**src/rtl/uart_pkg.sv**
```systemverilog
// Shared UART definitions: FSM state encoding, frame constants and the baud divider computation.
// The receiver and transmitter both import this package.
package uart_pkg;

  typedef enum logic [2:0] {
    StIdle,
    StStart,
    StData,
    StParity,
    StStop,
    StWaitIdle
  } uart_state_e;

  localparam int unsigned DATA_BITS          = 8;
  localparam int unsigned DEFAULT_OVERSAMPLE = 16;

  // Clocks per oversample tick, rounded to nearest: round(clk_hz / (baud * oversample))
  function automatic int unsigned calc_div(input int unsigned clk_hz, input int unsigned baud,
                                           input int unsigned oversample);
    int unsigned den;
    den = baud * oversample;
    return (clk_hz + den / 2) / den;
  endfunction

endpackage

```
**src/rtl/uart_baud_tick.sv**
```systemverilog
// Oversample tick generator: one-clk tick every DIV clks. A synchronous restart zeroes the
// count so the tick phase can be realigned to an incoming start edge.
module uart_baud_tick #(
  parameter int unsigned DIV = 651
) (
  input  logic clk,
  input  logic reset,
  input  logic restart,
  output logic tick
);

  localparam int unsigned CntW = (DIV > 1) ? $clog2(DIV) : 1;
  localparam logic [CntW-1:0] CntMax = CntW'(DIV - 1);

  logic [CntW-1:0] cnt_q, cnt_d;

  // Count 0..DIV-1 and tick on the terminal count; restart wins over the tick
  always_comb begin
    cnt_d = cnt_q;
    tick  = 1'b0;
    if (restart) begin
      cnt_d = '0;
    end else if (cnt_q == CntMax) begin
      cnt_d = '0;
      tick  = 1'b1;
    end else begin
      cnt_d = cnt_q + 1'b1;
    end
  end

  // Divider count register
  always_ff @(posedge clk or posedge reset) begin
    if (reset) begin
      cnt_q <= '0;
    end else begin
      cnt_q <= cnt_d;
    end
  end

endmodule

```
**src/rtl/uart_rx_frontend.sv**
```systemverilog
// UART receive front end: 2-flop synchroniser, 16x oversampled 8N1 deframer and byte handover
// with one-clk rx_status / frame_err strobes. Define RX_PARITY_EN for 8E1 framing with a
// parity_err strobe; otherwise parity_err is tied low.
module uart_rx_frontend
  import uart_pkg::*;
#(
  parameter int unsigned CLK_HZ     = 100_000_000,
  parameter int unsigned BAUD       = 9600,
  parameter int unsigned OVERSAMPLE = DEFAULT_OVERSAMPLE
) (
  input  logic       clk,
  input  logic       reset,
  input  logic       rxd,
  output logic [7:0] rx_data,
  output logic       rx_status,
  output logic       frame_err,
  output logic       parity_err,
  output logic       rx_busy
);

  localparam int unsigned Div   = calc_div(CLK_HZ, BAUD, OVERSAMPLE);
  localparam int unsigned SampW = $clog2(OVERSAMPLE);
  localparam int unsigned BitW  = $clog2(DATA_BITS);
  localparam logic [SampW-1:0] MidBit     = SampW'(OVERSAMPLE / 2 - 1);
  localparam logic [SampW-1:0] LastSample = SampW'(OVERSAMPLE - 1);
  localparam logic [BitW-1:0]  LastBit    = BitW'(DATA_BITS - 1);

  logic rxd_meta_q, rxd_s_q, rxd_prev_q;
  logic restart, tick, mid, wrap;

  uart_state_e          state_q, state_d;
  logic [SampW-1:0]     samp_q, samp_d;
  logic [BitW-1:0]      bit_q, bit_d;
  logic [DATA_BITS-1:0] shift_q, shift_d;
  logic [7:0]           rx_data_q, rx_data_d;
  logic                 rx_status_q, rx_status_d;
  logic                 frame_err_q, frame_err_d;
`ifdef RX_PARITY_EN
  logic                 par_bit_q, par_bit_d;
  logic                 parity_err_q, parity_err_d;
`endif

  uart_baud_tick #(
    .DIV(Div)
  ) u_baud_tick (
    .clk    (clk),
    .reset  (reset),
    .restart(restart),
    .tick   (tick)
  );

  // Synchroniser plus one extra stage holding the previous synchronised level for edge detect
  always_ff @(posedge clk or posedge reset) begin
    if (reset) begin
      rxd_meta_q <= 1'b1;
      rxd_s_q    <= 1'b1;
      rxd_prev_q <= 1'b1;
    end else begin
      rxd_meta_q <= rxd;
      rxd_s_q    <= rxd_meta_q;
      rxd_prev_q <= rxd_s_q;
    end
  end

  // Deframing FSM: next state, counters, shifter and strobe generation
  always_comb begin
    state_d     = state_q;
    samp_d      = samp_q;
    bit_d       = bit_q;
    shift_d     = shift_q;
    rx_data_d   = rx_data_q;
    rx_status_d = 1'b0;
    frame_err_d = 1'b0;
    restart     = 1'b0;
`ifdef RX_PARITY_EN
    par_bit_d    = par_bit_q;
    parity_err_d = 1'b0;
`endif
    mid  = tick && (samp_q == MidBit);
    wrap = tick && (samp_q == LastSample);
    // OVERSAMPLE is a power of two, so the sample counter wraps on its own
    if (tick) samp_d = samp_q + 1'b1;

    unique case (state_q)
      StIdle: begin
        if (rxd_prev_q && !rxd_s_q) begin
          state_d = StStart;
          samp_d  = '0;
          bit_d   = '0;
          restart = 1'b1;
        end
      end
      StStart: begin
        if (mid && rxd_s_q) begin
          state_d = StIdle;  // start bit not held to mid-bit: glitch
        end else if (wrap) begin
          state_d = StData;
          bit_d   = '0;
        end
      end
      StData: begin
        if (mid) shift_d = {rxd_s_q, shift_q[DATA_BITS-1:1]};
        if (wrap) begin
          if (bit_q == LastBit) begin
`ifdef RX_PARITY_EN
            state_d = StParity;
`else
            state_d = StStop;
`endif
          end else begin
            bit_d = bit_q + 1'b1;
          end
        end
      end
`ifdef RX_PARITY_EN
      StParity: begin
        if (mid) par_bit_d = rxd_s_q;
        if (wrap) state_d = StStop;
      end
`endif
      StStop: begin
        // Decide at mid stop bit and return to idle at once so a following start edge is caught
        if (mid) begin
          if (rxd_s_q) begin
            state_d = StIdle;
`ifdef RX_PARITY_EN
            if (^shift_q ^ par_bit_q) begin
              parity_err_d = 1'b1;
            end else begin
              rx_status_d = 1'b1;
              rx_data_d   = shift_q;
            end
`else
            rx_status_d = 1'b1;
            rx_data_d   = shift_q;
`endif
          end else begin
            frame_err_d = 1'b1;
            state_d     = StWaitIdle;
          end
        end
      end
      StWaitIdle: begin
        if (rxd_s_q) state_d = StIdle;
      end
      default: state_d = StIdle;
    endcase
  end

  // FSM, counter, shifter and output registers
  always_ff @(posedge clk or posedge reset) begin
    if (reset) begin
      state_q     <= StIdle;
      samp_q      <= '0;
      bit_q       <= '0;
      shift_q     <= '0;
      rx_data_q   <= '0;
      rx_status_q <= 1'b0;
      frame_err_q <= 1'b0;
`ifdef RX_PARITY_EN
      par_bit_q    <= 1'b0;
      parity_err_q <= 1'b0;
`endif
    end else begin
      state_q     <= state_d;
      samp_q      <= samp_d;
      bit_q       <= bit_d;
      shift_q     <= shift_d;
      rx_data_q   <= rx_data_d;
      rx_status_q <= rx_status_d;
      frame_err_q <= frame_err_d;
`ifdef RX_PARITY_EN
      par_bit_q    <= par_bit_d;
      parity_err_q <= parity_err_d;
`endif
    end
  end

  assign rx_data   = rx_data_q;
  assign rx_status = rx_status_q;
  assign frame_err = frame_err_q;
  assign rx_busy   = (state_q != StIdle);
`ifdef RX_PARITY_EN
  assign parity_err = parity_err_q;
`else
  assign parity_err = 1'b0;
`endif

endmodule

```
**config.mk**
```make
export PLATFORM = sky130hd
export DESIGN_NAME = uart_rx_frontend
export DESIGN_NICKNAME = d
export VERILOG_FILES = /design/src/rtl/uart_pkg.sv /design/src/rtl/uart_baud_tick.sv /design/src/rtl/uart_rx_frontend.sv
export SDC_FILE = /design/constraint.sdc
export NUM_CORES = 1
export LEC_CHECK = 0
export CORE_MARGIN = 2
export CORE_UTILIZATION = 40
export DETAILED_ROUTE_END_ITERATION = 8
export GPL_ROUTABILITY_DRIVEN = 0
export PLACE_DENSITY = 0.6
export SLEW_MARGIN = 20
export SYNTH_ARGS = -nofsm -noshare
export SYNTH_HDL_FRONTEND = slang
export SYNTH_SLANG_ARGS = --single-unit
```
**constraint.sdc**
```tcl
create_clock -name clk -period 2.7 [get_ports clk]
set_input_delay 0.54 -clock clk [delete_from_list [all_inputs] [get_ports clk]]
set_output_delay 0.54 -clock clk [all_outputs]
set_load 0.02 [all_outputs]
```
==> After elaboration in Yosys (flattened, before gate mapping) <==
Index checks and enable logic that the tools add are counted.
{ "classes": {"reduce_logical": 12, "n_addsub": 3, "eq_ne": 17, "n_mux": 30} }
{ "op_table": {"columns": ["cell", "n"], "rows": [
  ["$mux W3", 13],
  ["$mux W10", 2],
  ["$ne A2 B2 Y1 const B", 8],
  ["$pmux W3 S5", 1],
  ["$mux W4", 3],
  ["$reduce_and A6 Y1", 2],
  ["$add A10 B1 Y10 const B", 1],
  ["$eq A10 B10 Y1 const B", 1],
  ["$mux W1", 10],
  ["$eq A3 B3 Y1 const B", 3],
  ["$pmux W3 S3", 1],
  ["$reduce_bool A3 Y1", 2],
  ["$add A4 B1 Y4 const B", 1],
  ["$eq A4 B3 Y1 const B", 1],
  ["$eq A4 B4 Y1 const B", 1],
  ["$logic_and A1 B1 Y1", 4],
  ["$add A3 B1 Y3 const B", 1],
  ["$eq A3 B1 Y1 const B", 1],
  ["$eq A3 B2 Y1 const B", 1],
  ["$logic_not A3 Y1", 1],
  ["$ne A3 B3 Y1 const B", 1],
  ["$reduce_and A3 Y1", 1],
  ["$reduce_and A2 Y1", 1],
  ["$logic_not A1 Y1", 1]
]} }
{ "word_totals": {"output_inout_bits": 12, "reg_bits": 41, "inputBits": 3, "wordCells": 73} }

==> Depth between registers and ports, before layout <==
{ "depth": {"depth_word": 9, "depth_mapped": 7, "ltp_nobuf": 6} }

==> Modules after synthesis <==
A second synthesis with hierarchy kept.
{ "unflattened": {"cells_unflattened": 161, "area_unflattened_um2": 1904.3} }
{ "modules_own_cells": {"columns": ["module", "area_per_inst_um2", "n_inst", "cells_per_inst", "seq_area_each_um2"], "rows": [
  ["uart_rx_frontend", 1391.3, 1, 109, 779.5],
  ["uart_baud_tick", 513.0, 1, 52, 250.2]
]} }

==> Least setup slack after synthesis <==
Ideal clock, no wire load.
{ "synth_timing": {"path_type": "register to register", "start": "reg u_baud_tick.cnt_q[0]", "end": "reg rx_data_q[0] (netlist: rx_data[0])", "setup_time_ns": 0.125, "required_time_ns": 2.575, "path_stages_with_launch": 8, "slack_ns": 0.661, "path_buffers": 1, "synth_period_minus_slack_ns": 2.039, "arrival_time_ns": 1.914, "path_cell_list": "dfrtp_1 -> inv_1 -> ha_1 -> nor4b_4 -> nand3_2 -> or4_4 -> buf_6 -> mux2_4"} }
{ "synth_via": {"elab_chain_cells": 5} }
{ "synth_rtl": {"columns": ["item", "line_no", "rtl"], "rows": [
  ["start: declaration", "uart_baud_tick.sv:15", "logic [CntW-1:0] cnt_q, cnt_d;"],
  ["start signal: assignment", "uart_baud_tick.sv:36", "cnt_q <= cnt_d;"],
  ["$eq A10 B10 Y1", "uart_baud_tick.sv:23", "end else if (cnt_q == CntMax) begin"],
  ["$mux W1", "uart_baud_tick.sv:23", null],
  ["$mux W1", "uart_baud_tick.sv:21", "if (restart) begin"],
  ["$logic_and A1 B1 Y1", "uart_rx_frontend.sv:79", "mid = tick && (samp_q == MidBit);"],
  ["$reduce_and A3 Y1 (no source line)", null, null],
  ["end signal: assignment", "uart_rx_frontend.sv:169", "rx_data_q <= rx_data_d;"],
  ["end: declaration", "uart_rx_frontend.sv:35", "logic [7:0] rx_data_q, rx_data_d;"]
]} }
Every way passes these cells.
A chain may end at the register's enable or synchronous reset.

==> Worst setup path in the final report <==
{ "layout_timing": {"start": "reg state_q[0]", "end": "out rx_busy"} }
{ "layout_via": {"elab_chain_cells": 1} }
{ "layout_rtl": {"columns": ["item", "line_no", "rtl"], "rows": [
  ["start: declaration", "uart_rx_frontend.sv:31", "uart_state_e state_q, state_d;"],
  ["start signal: assignment", "uart_rx_frontend.sv:153", "state_q <= StIdle;"],
  ["start signal: assignment", "uart_rx_frontend.sv:165", "state_q <= state_d;"],
  ["$reduce_bool A3 Y1", "uart_rx_frontend.sv:182", "assign rx_busy = (state_q != StIdle);"],
  ["end: declaration", "uart_rx_frontend.sv:18", "output logic rx_busy"]
]} }
Every way passes these cells.

==> impl_metrics.toml <==
[global_route]
track_usage_pct = 15.9
grt_max_degree = 27
grt_overflow_total = 0
antenna_found_initial = 0
grt_pass1_vias = 1475
grt_pass1_wl_um = 6800

[sta]
fin_hold_ws_ns = 0.359
post-route-period-util_pct = 85.1
final.min_clock_period_ns = 2.30
tns_ns = 0
rsz0062_at_grt = "false"
setup_violations = 0
maxSlewHeadroom_pct = 54.7
drv_slew = 0
finClkSkew_ns = 0.0136
clock.fmax_mhz = 435
hold_violations = 0
tightest_slew_ns = 0.662

[die]
die-area_um2 = 5730
row_count = 26
start_util_pct = 40.7
die_w_um = 75.7
die_h_um = 75.7
pin_count = 15
core_um2 = 5040

[hold_path]
hp-start = "rxd_meta_q$_DFF_PP1_"
min_path_type = "register to register"

[drt]
drc = 0
vias = 1442
ant_nets = 0
drt_iter0_markers = 153
wl_per_cell_um = 14.7
first_pass_iters = 4
vias_per_cell = 5.38
totalWireLength_um = 3930

[layout]
antennaDiodeCount = 0
final_layout_size_suffix_gt1_share_pct = 17.7
finalNetCount = 205
areaGrowthSynthToFinish_pct = 13.6

[worst_setup_path]
crit_arrival_ns = 1.76
startpoint = "state_q[0]$_DFFE_PP0P_"
rr_startpoint = "bit_q[0]$_DFFE_PP0P_"
crit_type = "register to primary output"
cp.required_ns = 2.16
cp_max_fo = 18
cp-start-kind = "register"
crit_path_end_kind = "primary output"

[clock_tree]
insertion_delay_ns = 0.30
cts.htree.levels = 2
clockRootBuffer = "clkbuf_8"
cts_resized = 0
clk_pin_slew_ns = 0.08
postCtsSetupBuffers = 0
cts_hold_buffers = 0
clkSinkCount = 41
clockBufferDepth = 2
cts_buffers = 5
tritoncts = "yes"

[pwr]
ir_drop_uv = 443
cellPowerDensity_nw_per_um2 = 607
power.leakage_nw = 1.01

[synth]
yosys-top-cells-area = "dfrtp_1, mux2_4, mux2_2, dfstp_2, nor2_1"
synthCells = 186
synth_top_area_share_pct = 46.3
ys_ff_latch = 41
syn_area_per_cell_um2 = 11.0
synth_largest_area_cell = "dfrtp_1"
yosys_warnings = 0
synthFlopType = "dfrtp_1"
ys_types = 46
synth-edff-count = 0
synth_nets = 194
synth_seq_area_share_pct = 50.1
syn_area_um2 = 2050
async_flop_share_pct = 100

[run]
maxCapViolCount = 0

[run_status]
status = "complete, no violations"

[place]
port_buffers = 13
dp_hpwl_um = 2770
-- report_power, final --
group / internal, mW / leakage [nW] / switching (mW) / total, mW
registers: 0.668 / 0.548 / 0.105 / 0.773
clock network: 0.187 / 0.0447 / 0.230 / 0.416
logic: 0.105 / 0.418 / 0.122 / 0.227
-- per-stage QoR --
step	setup slack, ns	utilization [%]	area, µm²	total power, mW	instances
floorplan	0.661	-	2050	0.945	186
global placement	0.524	44.4	2240	0.998	260
detailed placement	0.493	44.4	2240	1.01	260
CTS	0.404	46.3	2330	1.44	268
global route	0.218	46.3	2330	1.51	268
finish	0.401	46.3	2330	1.42	268
-- logic make-up after synthesis --
family          Yosys count  share of synthesized area (%)
mux                      17                           10.7
simple gates             73                           20.6
buf+inv                  16                           3.65
other cells               1                          0.183
flops                    41                           50.1
xor+xnor                 11                           4.69
compound gates           22                           7.00
fa+ha+maj                 5                           3.05
-- critical path: stages (launching register included) --
cell and delay (ns):
dfrtp_1 0.65, nor2_1 0.12, nand2_1 0.09, clkdlybuf4s50_1 0.60
-- cells in the final DEF, fill, tap and decap left out, types with 3 or more instances in the layout --
master and instances:
dfrtp_1 38, nand4b_1 4, o21ai_0 5, o2111ai_1 3, clkbuf_8 5, mux2_4 8, nand3_1 7, inv_1 6
xnor2_1 9, nor3_1 5, mux2_2 8, a21oi_1 6, nand2_1 12, dfstp_2 3, ha_1 5, nor4_1 5
clkdlybuf4s50_1 13, nor2_1 21
-- final timing paths --
path | endpoint | cells past startpoint | slack (ns)
max in group asynchronous | rxd_s_q$_DFF_PP1_ | 3 | 1.40
min in group asynchronous | u_baud_tick.cnt_q[6]$_DFF_PP0_ | 2 | 0.65
max | rx_busy | 3 | 0.40
min | rxd_s_q$_DFF_PP1_ | 0 | 0.36
max reg2reg | bit_q[1]$_DFFE_PP0P_ | 6 | 0.43
min reg2reg | rxd_s_q$_DFF_PP1_ | 0 | 0.36
-- layout make-up --
cell class | count | area [µm²]
clock inverter | 3 | 25.0
tap | 70 | 87.6
sequential | 41 | 1030
multi-input combinational | 129 | 950
fill | 475 | 2710
clock buffer | 5 | 68.8
timing repair buffer | 14 | 150
inverter | 6 | 22.5
-- synth_stat cells, types with 4 or more instances --
| cell | n |
|---|---|
| xnor2_1 | 9 |
| inv_1 | 6 |
| nand3_1 | 7 |
| clkbuf_1 | 5 |
| nor3_1 | 5 |
| ha_1 | 5 |
| nand2_1 | 12 |
| nand4b_1 | 4 |
| a21oi_1 | 6 |
| mux2_2 | 8 |
| o21ai_0 | 5 |
| mux2_4 | 8 |
| dfrtp_1 | 38 |
| nor4_1 | 5 |
| nor2_1 | 21 |
-- registers in the layout (all words and copies together) (netlist names) --
name	count
rxd_s_q	1
samp_q	4
bit_q	3
shift_q	8
rx_data	8
u_baud_tick.cnt_q	10
rxd_meta_q	1
rx_status	1
state_q	3
rxd_prev_q	1
frame_err	1
-- per-layer routing --
layer	part of all wire [%]	track usage [%]	wire length (µm)	up-vias
li1	-	-	-	682
met2	48	25.7	1870	42
met4	2.6	7.02	101	0
met3	3.3	4.10	128	13
met5	0	0	0	-
met1	47	20.3	1830	705
Note: power is estimated with default switching activity, not from simulation.
